--- src/rtl/xbar_slave_port_ctrl.sv ---
// Per-slave transaction controller for the 2-master crossbar: round-robin grant,
// registered slave command, ack/timeout handling and routing of the completion to the owner.
module xbar_slave_port_ctrl #(
  parameter int ADDR_W  = 32,
  parameter int DATA_W  = 32,
  parameter int TIMEOUT = 16
) (
  input  logic              clk,
  input  logic              reset,
  input  logic              m0_req,
  input  logic              m0_we,
  input  logic [ADDR_W-1:0] m0_addr,
  input  logic [DATA_W-1:0] m0_wdata,
  output logic              m0_ack,
  output logic              m0_err,
  output logic [DATA_W-1:0] m0_rdata,
  input  logic              m1_req,
  input  logic              m1_we,
  input  logic [ADDR_W-1:0] m1_addr,
  input  logic [DATA_W-1:0] m1_wdata,
  output logic              m1_ack,
  output logic              m1_err,
  output logic [DATA_W-1:0] m1_rdata,
  output logic              s_req,
  output logic              s_we,
  output logic [ADDR_W-1:0] s_addr,
  output logic [DATA_W-1:0] s_wdata,
  input  logic              s_ack,
  input  logic [DATA_W-1:0] s_rdata,
  output logic [1:0]        owner
);

  if (TIMEOUT < 2 || TIMEOUT > 255) begin : g_timeout_range
    $error("xbar_slave_port_ctrl: TIMEOUT must lie in 2..255");
  end

  localparam logic [7:0] CNT_LAST = 8'(TIMEOUT - 1);

  typedef enum logic [1:0] {
    ST_IDLE = 2'd0,
    ST_BUSY = 2'd1,
    ST_DONE = 2'd2
  } state_t;

  state_t              state_r, state_s;
  logic                last_m1_r, last_m1_s;
  logic [7:0]          cnt_r, cnt_s;
  logic                s_req_r, s_req_s;
  logic                s_we_r, s_we_s;
  logic [ADDR_W-1:0]   s_addr_r, s_addr_s;
  logic [DATA_W-1:0]   s_wdata_r, s_wdata_s;
  logic [1:0]          owner_r, owner_s;
  logic                m0_ack_r, m0_ack_s, m1_ack_r, m1_ack_s;
  logic                m0_err_r, m0_err_s, m1_err_r, m1_err_s;
  logic [DATA_W-1:0]   m0_rdata_r, m0_rdata_s, m1_rdata_r, m1_rdata_s;
  logic                grant_m1_s;
  logic                done_s;
  logic                done_err_s;
  logic [DATA_W-1:0]   done_rdata_s;

  // Next-state and next-output logic for the IDLE/BUSY/DONE transaction sequence
  always_comb begin
    state_s      = state_r;
    last_m1_s    = last_m1_r;
    cnt_s        = cnt_r;
    s_req_s      = s_req_r;
    s_we_s       = s_we_r;
    s_addr_s     = s_addr_r;
    s_wdata_s    = s_wdata_r;
    owner_s      = owner_r;
    m0_ack_s     = 1'b0;
    m1_ack_s     = 1'b0;
    m0_err_s     = m0_err_r;
    m1_err_s     = m1_err_r;
    m0_rdata_s   = m0_rdata_r;
    m1_rdata_s   = m1_rdata_r;
    grant_m1_s   = 1'b0;
    done_s       = 1'b0;
    done_err_s   = 1'b0;
    done_rdata_s = '0;

    case (state_r)
      ST_IDLE: begin
        if (m0_req || m1_req) begin
          // On a tie the master that was not served last wins
          grant_m1_s = m1_req && (!m0_req || !last_m1_r);
          if (grant_m1_s) begin
            s_we_s    = m1_we;
            s_addr_s  = m1_addr;
            s_wdata_s = m1_wdata;
            owner_s   = 2'b10;
          end else begin
            s_we_s    = m0_we;
            s_addr_s  = m0_addr;
            s_wdata_s = m0_wdata;
            owner_s   = 2'b01;
          end
          last_m1_s = grant_m1_s;
          s_req_s   = 1'b1;
          cnt_s     = 8'd0;
          state_s   = ST_BUSY;
        end else begin
          state_s = ST_IDLE;
        end
      end
      ST_BUSY: begin
        if (s_ack) begin
          done_s       = 1'b1;
          done_rdata_s = s_rdata;
          done_err_s   = 1'b0;
        end else if (cnt_r == CNT_LAST) begin
          done_s       = 1'b1;
          done_rdata_s = '0;
          done_err_s   = 1'b1;
        end else begin
          cnt_s = cnt_r + 8'd1;
        end
      end
      ST_DONE: begin
        state_s = ST_IDLE;
      end
      default: begin
        state_s = ST_IDLE;
        s_req_s = 1'b0;
        owner_s = 2'b00;
      end
    endcase

    // Completion is routed only to the master that owns the transaction
    if (done_s) begin
      if (owner_r[1]) begin
        m1_ack_s   = 1'b1;
        m1_err_s   = done_err_s;
        m1_rdata_s = done_rdata_s;
      end else begin
        m0_ack_s   = 1'b1;
        m0_err_s   = done_err_s;
        m0_rdata_s = done_rdata_s;
      end
      s_req_s = 1'b0;
      owner_s = 2'b00;
      state_s = ST_DONE;
    end else begin
      done_err_s = 1'b0;
    end
  end

  // State and output registers; reset abandons any transaction without an ack
  always_ff @(posedge clk) begin
    if (reset) begin
      state_r    <= ST_IDLE;
      last_m1_r  <= 1'b1;
      cnt_r      <= 8'd0;
      s_req_r    <= 1'b0;
      s_we_r     <= 1'b0;
      s_addr_r   <= '0;
      s_wdata_r  <= '0;
      owner_r    <= 2'b00;
      m0_ack_r   <= 1'b0;
      m1_ack_r   <= 1'b0;
      m0_err_r   <= 1'b0;
      m1_err_r   <= 1'b0;
      m0_rdata_r <= '0;
      m1_rdata_r <= '0;
    end else begin
      state_r    <= state_s;
      last_m1_r  <= last_m1_s;
      cnt_r      <= cnt_s;
      s_req_r    <= s_req_s;
      s_we_r     <= s_we_s;
      s_addr_r   <= s_addr_s;
      s_wdata_r  <= s_wdata_s;
      owner_r    <= owner_s;
      m0_ack_r   <= m0_ack_s;
      m1_ack_r   <= m1_ack_s;
      m0_err_r   <= m0_err_s;
      m1_err_r   <= m1_err_s;
      m0_rdata_r <= m0_rdata_s;
      m1_rdata_r <= m1_rdata_s;
    end
  end

  assign s_req    = s_req_r;
  assign s_we     = s_we_r;
  assign s_addr   = s_addr_r;
  assign s_wdata  = s_wdata_r;
  assign owner    = owner_r;
  assign m0_ack   = m0_ack_r;
  assign m0_err   = m0_err_r;
  assign m0_rdata = m0_rdata_r;
  assign m1_ack   = m1_ack_r;
  assign m1_err   = m1_err_r;
  assign m1_rdata = m1_rdata_r;

endmodule

--- config.mk ---
export PLATFORM = sky130hd
export DESIGN_NAME = xbar_slave_port_ctrl
export DESIGN_NICKNAME = d
export VERILOG_FILES = /design/src/rtl/xbar_slave_port_ctrl.sv
export SDC_FILE = /design/constraint.sdc
export NUM_CORES = 1
export LEC_CHECK = 0
export CAP_MARGIN = 20
export CORE_UTILIZATION = 43
export CTS_CLUSTER_DIAMETER = 120
export DETAILED_ROUTE_END_ITERATION = 12
export PLACE_DENSITY = 0.95
export SLEW_MARGIN = 25
export SYNTH_ARGS = -nofsm -noshare
export SYNTH_HDL_FRONTEND = slang
export SYNTH_SLANG_ARGS = --single-unit
--- constraint.sdc ---
create_clock -name clk -period 2.3 [get_ports clk]
set_input_delay 0.23 -clock clk [delete_from_list [all_inputs] [get_ports clk]]
set_output_delay 0.23 -clock clk [all_outputs]
set_load 0.01 [all_outputs]
==> key figures <==
Yosys
  • Asr flop ratio synth: 0%
  • Post-synth top area cell: dfxtp_1
  • Area contributors post-synth: dfxtp_1 (50%), mux2i_1 (11%), a32o_1 (11%)
  • EDFF count, synth: 0
  • Yosys warns: 0
  • Commonest cells post-synth: dfxtp_1 (147), nor2_1 (69), a211oi_1 (68), mux2i_1 (66), a32o_1 (62)
  • Post-synthesis sequential area ratio: roughly half
  • Synth Flop Type: dfxtp_1
  • Synth Register Bits: 147
  • Most numerous cell in the Yosys netlist: dfxtp_1
  • Synthesized area: 5856 um^2
  • Cell count after synthesis: roughly 550
  • Top cell type's share of synthesized area: about half
  • Syn avg cell area: about 11 um^2
  • Yosys cell types: 45
  • Mapped Nets: slightly above 700

Die
  • Cell Rows: 42
  • Die Wd: 118.7 um
  • Core footprint: 13240 um^2
  • Die H: about 120 um
  • Top-Level Pins: a little over 300
  • Initial Util: between 40 and 50%
  • Die area: 14090 um^2

STA
  • Worst-margin pin slew: between 0.5 and 0.6 ns
  • Clk_skew: between 0.01 and 0.015 ns
  • WHS: 0.1650 ns
  • Final min period: 1.915 ns
  • Final cycle utilization of the critical path: 83.27%
  • Setup Total Neg Slack: 0 ns
  • Fmax: 522.1 MHz
  • Slew Viols, Final: 0
  • Fin. Hold Viols: 0
  • RSZ-0062 raised after global routing: false
  • Post-route setup slack: just under 0.4 ns
  • Slew margin rel.: ~62%
  • Setup violators final: 0

Pwr
  • Clock network power share: around 37%
  • Sequential power share: roughly 40%
  • Combinational power share: 23.4%
  • Sw power: between 1500 and 2000 uW
  • Sw Share: a little over a quarter
  • Pwr dens: a little under 800 nW/um^2
  • Peak VDD IR: ~0.00047 V
  • Leakage power: roughly 0.0036 uW
  • Internal Dissipation: 5416 uW
  • Power, Total: ~7400 uW

Clock network
  • CTS resizes: 0
  • Hold_buf cts: 0
  • Max clock buf depth: 2
  • # H-tree levels: 4
  • Clk pin slew, worst setup/hold paths: 0.06 ns
  • Root Driver: clkbuf_16
  • TritonCTS clock tree: built
  • Setup Buffers After CTS: 0
  • CTS sink cnt: ~150
  • CTS Buf Count: 17
  • Clk_lat worst skew: ~0.42 ns

Placed design
  • Placed inst area: approximately 9000 um^2
  • Port bufs: 302
  • Final GP Congestion: 0.8768
  • Detailed Place HPWL: between 10000 and 15000 um
  • DP Worst Slack: between 0.2 and 0.3 ns

Min path
  • Hold path depth: 2
  • Hold crit path type: input pin to register

Setup path
  • Worst setup path end: m0_rdata[29]
  • Crit end category: register
  • Required time worst endpoint: about 2.6 ns
  • R2R Path Start: cnt_r[0]
  • Critical path launch point type: register
  • Crit-path max FO: 32
  • Critical Path Source: cnt_r[0]
  • Worst endpoint data arrival time: about 2.2 ns
  • Reg2Reg Setup Slack: around 0.38 ns
  • Worst reg-to-reg path cell count: 6
  • Worst r2r dst: m0_rdata[29]
  • CP Class: register to register

Finish
  • Ant diodes: 0
  • Fill count: roughly 910
  • Share of cells above drive strength 1: roughly 7.1%
  • Final Cell Area: just under 10000 um^2
  • Synthesis-to-finish area growth: 64.27%
  • Final #Nets: 1007

Drt
  • First-pass DRT Iterations: 5
  • # DRC: 0
  • Routed Antenna Nets: 0
  • Routed vias: roughly 5700
  • Drt wl/cell: 18.25 um
  • DR iter-0 viols: about 470
  • Routed wire length: 18710 um
  • Drt via density: between 5 and 6

Global route
  • Largest net degree at the start of global routing: 91
  • First-pass GRT wire length: 29070 um
  • Total grt overflow: 0
  • Vias in the first global route: roughly 5700
  • Gr usage total: between 20% and 30%
  • Initial antenna violation count: 0

Run status
  • Status: complete, no violations

Flow run
  • Max Cap Viol: 0
## through the flow
stage	instances	utilization (%)
after detailed placement	994	68.21
after CTS	1025	72.64
after floorplan	551	-
final	1025	72.64
after global routing	1025	72.64
after global placement	994	68.21
## power groups by stage
stage	registers [uW]	clock network (uW)	logic, uW
after floorplan	3060	0	682
after global placement	2950	0	1680
after detailed placement	2960	0	1720
after CTS	2910	2800	1730
after global routing	2940	2930	1840
final	2910	2760	1730
## critical path: stages, from the launching register on
cell and delay, ns:
dfxtp_1 0.37, ha_1 0.29, and3_1 0.32, a21o_1 0.24, a21oi_2 0.07, buf_4 0.25
a32o_1 0.26
## cell usage in the layout, fill, tap and decap left out, types with 3 or more instances in the layout
cell type and instances:
a211oi_1 68, a21oi_1 10, a32o_1 62, and3_1 4, buf_12 6, buf_4 12, bufinv_16 3, clkbuf_16 17
clkdlybuf4s50_1 301, clkinv_2 5, dfxtp_1 147, ha_1 3, inv_1 3, mux2i_1 66, nand2_1 9, nand3_1 3
nor2_1 69, nor2b_1 3, nor3_1 9, o21ai_0 8
## layout make-up
type | count | area [um^2] | area share [%]
multi-input cells | 347 | 2626 | 27.30
well taps | 176 | 220.2 | 2.289
clock buffers | 18 | 429.2 | 4.462
clock inverters | 13 | 157.7 | 1.639
inverters | 4 | 15.01 | 0.1561
flip-flops and latches | 147 | 2943 | 30.59
repair buffers | 320 | 3228 | 33.56
## routing by layer
metal  GRT usage [%]  vias up  share of wire [%]  wire [um]
li1                -     2680                  -          -
met1           28.66     2695                 39       7203
met2           46.35      296                 50       9386
met3           7.625       45                7.2       1350
met4           14.24        0                4.1        767
met5               0        -                  0          0
## worst min path at each step
stage / startpoint / endpoint / slack, ns
5_1_grt: reset / cnt_r[2] / 0.18
3_5_place_dp: m1_rdata[29] / m1_rdata[29] / 0.45
4_1_cts: reset / cnt_r[2] / 0.14
3_3_place_gp: m1_rdata[6] / m1_rdata[6] / 0.45
2_1_floorplan: s_rdata[10] / m1_rdata[10] / 0.38
6_report: reset / cnt_r[2] / 0.17
## registers in the layout, indices dropped and copies added, names as in the netlist, 2 cells and up
name / count
m0_rdata: 32
m1_rdata: 32
s_addr: 32
s_wdata: 32
cnt_r: 8
owner: 2
state_r: 2
## cells by family (layout without fill, tap and decap cells)
group | after synthesis | after routing | share of synthesized area [%]
DFF | 147 | 147 | 50.26
and+or+nand+nor | 114 | 114 | 9.167
adders and majority gates | 3 | 3 | 0.6411
AOI/OAI and AO/OA | 164 | 164 | 23.50
buffers and inverters | 57 | 355 | 5.149
muxes | 66 | 66 | 11.28
(Power assumes the default switching activity.)
